## src/rtl/positional.sv

```systemverilog
// Registered three-pair AND-OR function of x1..x6 with a two-edge input-to-output latency.
// Optional stability filter on OUT is compiled in by defining POSITIONAL_FILTER_EN.
module positional #(
  parameter int FILTER_LEN = 2
) (
  input  logic clk,
  input  logic rst_n,
  input  logic x1,
  input  logic x2,
  input  logic x3,
  input  logic x4,
  input  logic x5,
  input  logic x6,
  output logic OUT
);

  logic xr1, xr2, xr3, xr4, xr5, xr6;
  logic f;

  if ((FILTER_LEN < 1) || (FILTER_LEN > 15)) begin : g_bad_filter_len
    $error("positional: FILTER_LEN must be in 1..15");
  end

  always_ff @(posedge clk) begin
    if (!rst_n) begin
      {xr1, xr2, xr3, xr4, xr5, xr6} <= 6'b000000;
    end else begin
      {xr1, xr2, xr3, xr4, xr5, xr6} <= {x1, x2, x3, x4, x5, x6};
    end
  end

  assign f = (xr1 & xr2) | (xr3 & xr4) | (xr5 & xr6);

`ifdef POSITIONAL_FILTER_EN
  localparam logic [3:0] LEN = 4'(FILTER_LEN);

  logic [3:0] cnt;
  logic       cand;

  // cnt counts edges at which f matched a candidate differing from OUT; OUT
  // commits one edge after the count reaches LEN, giving 2+LEN edges latency.
  always_ff @(posedge clk) begin
    if (!rst_n) begin
      OUT  <= 1'b0;
      cnt  <= 4'd0;
      cand <= 1'b0;
    end else if (cnt == LEN) begin
      OUT <= cand;
      cnt <= 4'd0;
    end else if (f == OUT) begin
      cnt <= 4'd0;
    end else if ((cnt != 4'd0) && (f == cand)) begin
      cnt <= cnt + 4'd1;
    end else begin
      cand <= f;
      cnt  <= 4'd1;
    end
  end
`else
  always_ff @(posedge clk) begin
    if (!rst_n) begin
      OUT <= 1'b0;
    end else begin
      OUT <= f;
    end
  end
`endif

endmodule

```

## config.mk

```make
export PLATFORM = sky130hd
export DESIGN_NAME = positional
export DESIGN_NICKNAME = d
export VERILOG_FILES = /design/src/rtl/positional.sv
export SDC_FILE = /design/constraint.sdc
export NUM_CORES = 1
export LEC_CHECK = 0
export CAP_MARGIN = 20
export CORE_AREA = 4 4 41 43
export CTS_CLUSTER_SIZE = 10
export DETAILED_ROUTE_END_ITERATION = 8
export DIE_AREA = 0 0 45 47
export GPL_TIMING_DRIVEN = 0
export PLACE_DENSITY_LB_ADDON = 0.2
export SYNTH_ARGS = -nofsm -noshare
export SYNTH_HDL_FRONTEND = slang
export SYNTH_SLANG_ARGS = --single-unit
```

## constraint.sdc

```tcl
create_clock -name clk -period 1.2 [get_ports clk]
set_clock_uncertainty 0.05 [all_clocks]
set_input_delay 0.24 -clock clk [delete_from_list [all_inputs] [get_ports clk]]
set_output_delay 0.24 -clock clk [all_outputs]
set_load 0.005 [all_outputs]
```

# ---- After elaboration in Yosys (flattened, before gate mapping)
# Index checks and enable logic that the tools add are counted.
dict set report classes {
  n_bitwise 5
}
# op count
set op_table {}
lappend op_table {{1-bit bitwise AND} 3}
lappend op_table {{1-bit bitwise OR} 2}
dict set report totals {
  output_inout_bits 1
  reg_bits 7
}

# ---- Logic depth before layout (Yosys ltp)
dict set report depth {
  ltp_word 3
  depth_mapped 2
  ltp_nobuf 2
}

# ---- Worst setup path before layout
# No wires, ideal clock.
dict set report synth_timing {
  kind {register to register}
  from {reg xr1}
  to {reg OUT}
  path_slack_ns 0.383
  arrival_time_ns 0.642
  stages_incl_launch_ff 3
  period_less_slack_ns 0.817
  path_cell_list {dfxtp_1 a222oi_1 nor2b_1}
}
dict set report synth_between {
  elab_chain_len 3
}
# item line
set synth_lines {}
lappend synth_lines {{start: declaration} 17} ;# logic xr1, xr2, xr3, xr4, xr5, xr6;
lappend synth_lines {{start signal: assignment} 28} ;# {xr1, xr2, xr3, xr4, xr5, xr6} <= {x1, x2, x3, x4, x5, x6};
lappend synth_lines {{1-bit bitwise AND} 32} ;# assign f = (xr1 & xr2) | (xr3 & xr4) | (xr5 & xr6);
lappend synth_lines {{1-bit bitwise OR (2 in a row)} 32}
lappend synth_lines {{end signal: assignment} 62} ;# OUT <= 1'b0;
lappend synth_lines {{end signal: assignment} 64} ;# OUT <= f;
lappend synth_lines {{end: declaration} 14} ;# output logic OUT
# Every way passes these cells.
# A chain may end at the register's enable or synchronous reset.

# ---- Worst setup path in the final report
dict set report layout_timing {
  from {reg OUT}
  to {out OUT}
}
# No word-level cell between the ends.

==> run_results.csv <==
group,metric,value,unit
outcome,status,"finished, final reports clean",
pwr,leakage,0.128,nW
floorplanning,rows,13,
pwr,power_density,1550,mW/mm^2
sta,period_share,90.0,%
drt,drc,0,
layout,register_area,140,um^2
clock_tree,numCtsBuffers,3,
clock_tree,cts_max_level,1,
drt,drt_iter0_markers,2,
placed_design,io_buffers,8,
setup_path,crit_type,"reg2out",
global_route,grt_pass1_vias,166,
setup_path,cpPeakStageDelay,290,ps
floorplanning,dieArea,0.00212,mm^2
yosys,ys_types,4,
yosys,synthTopCellsByArea,"dfxtp_1, and2_1, a222oi_1",
min_path,hold_path_class,"reg2reg",
drt,wl_per_cell,8.79,um
global_route,grt_max_degree,8,
floorplanning,coreArea,0.00130,mm^2
layout,syn_to_final_growth,63.9,%
setup_path,cp.buffers_inverters,1,
floorplanning,die_height,47,um
yosys,yosysTopAreaCellShare,72.3,%
layout,nets,36,
layout,final_cell_mix,"dfxtp_1, clkdlybuf4s50_1, and2_1, clkbuf_4",
layout,n_antenna_cell,0,
setup_path,critPathSlowestCell,"dfxtp_1",
setup_path,critical_path.top_delay_family,"flip-flops",
layout,final_cell_area,318,um^2
setup_path,cp-startpoint,"OUT",
floorplanning,die_x,45,um
clock_tree,path_clk_slew,50,ps
setup_path,worstPathMaxFanout,1,
setup_path,cp.arrival,790,ps
sta,grt_setup_unrepaired,"no",
setup_path,path_cells,"dlygate4sd2_1",
yosys,yosysSeqAreaShare,72.3,%
sta,finalCriticalPeriod,1080,ps
placed_design,routabilityCongestion,0.595,
placed_design,dpl_cell_area,293,um^2
clock_tree,cts.root.buffer_cell,"clkbuf_4",
clock_tree,tritoncts,"yes",
setup_path,required,910,ps
yosys,yosys.area.top_type,"dfxtp_1",
sta,hold_viol,0,
clock_tree,cts.path.max_buffers,2,
layout,drive_gt1_share,11.1,%
placed_design,hpwl,287,um
yosys,ys_seq_elements,7,
global_route,antenna_found_initial,0,
sta,whs,461,ps
global_route,gr-total-overflow,0,
global_route,grtUsageTotal,5.14,%
yosys,synth_cells,15,
clock_tree,clk_latency,250,ps
drt,via_count,147,
sta,max-slew-margin-rel,82.7,%
drt,drtPass1Iterations,4,
layout,final_util,24.4,%
yosys,netlist_area,194,um^2
drt,wirelength,369,um
drt,avgViaCountPerCell,3.50,
floorplanning,io_pins,9,
setup_path,r2r_start,"xr1",
sta,setup_tns,0,ps
yosys,yosysWarnings,0,
sta,max_freq,926,MHz
pwr,peakVddDrop,600,uV
yosys,syn_nets,23,
setup_path,end_kind,"output pin",
flow_run,cap_violations,0,
layout,num-fill-cells,141,
sta,worst_pin_slew,259,ps
min_path,min_from,"xr3",
drt,ant_nets,0,
setup_path,rrSetupSlack,330,ps
pwr,fin_total_pwr,492,uW
sta,setup_viol,0,
clock_tree,cts_sinks,7,
sta,maxSlewViolCount,0,
global_route,grt_pass1_wl,655,um
setup_path,setup.worst_path.start_class,"register",
yosys,synth_area_per_cell,12.9,um^2
floorplanning,start_util,14.9,%
layout,multi_input_area,53.8,um^2
[cells by family (layout without fill, tap and decap cells)]
logic type	count (synthesis)	in the layout	synth area share, %
AOI/OAI and AO/OA	1	1	5.16
DFF	7	7	72.3
buffers and inverters	0	12	0
and+or+nand+nor	7	7	22.6
[layer usage]
| metal | GRT usage, % | wire, um | vias up |
|---|---|---|---|
| met2 | 5.93 | 158 | 7 |
| met1 | 4.56 | 173 | 62 |
| met5 | 0 | 0 | - |
| li1 | - | - | 76 |
| met4 | 7.02 | 12 | 0 |
| met3 | 4.60 | 24 | 2 |
[cell usage after synthesis (all sizes together)]
cell type  instances
dfxtp              7
and2               6
a222oi             1
nor2b              1
[power breakdown]
part	internal [mW]	switching, mW
Sequential	0.245	0.00318
Clock	0.126	0.0814
Combinational	0.0281	0.00774
Total	0.400	0.0923
[sequential cells by signal (all words and copies together) (netlist names)]
| register | flops |
|---|---|
| xr1 | 1 |
| xr3 | 1 |
| xr5 | 1 |
| OUT | 1 |
| xr2 | 1 |
| xr4 | 1 |
| xr6 | 1 |
[final cells by class]
| class | count | share of cell area (%) |
|---|---|---|
| Multi-Input combinational cell | 8 | 16.9 |
| Tap cell | 15 | 5.91 |
| Timing Repair Buffer | 8 | 24.8 |
| Sequential cell | 7 | 44.1 |
| Clock buffer | 4 | 8.27 |
[worst paths after layout]
| path | cells after the start | endpoint |
|---|---|---|
| setup reg to reg | 2 | OUT |
| hold reg to reg | 2 | OUT |
| setup / recovery | 1 | OUT |
| hold / removal | 2 | OUT |
[stage by stage]
step / instances / worst slack (ps)
floorplan: 15 / 383
global placement: 38 / 110
detailed placement: 38 / 95.3
CTS: 42 / 99.8
global route: 42 / 82.6
finish: 42 / 120
[timing repair]
item	in CTS	in global routing
setup endpoints to repair	1	0
hold buffers	0	0
buffers inserted	0	0
resized for setup	1	0
No activity file was read; power rests on OpenSTA's default activity.
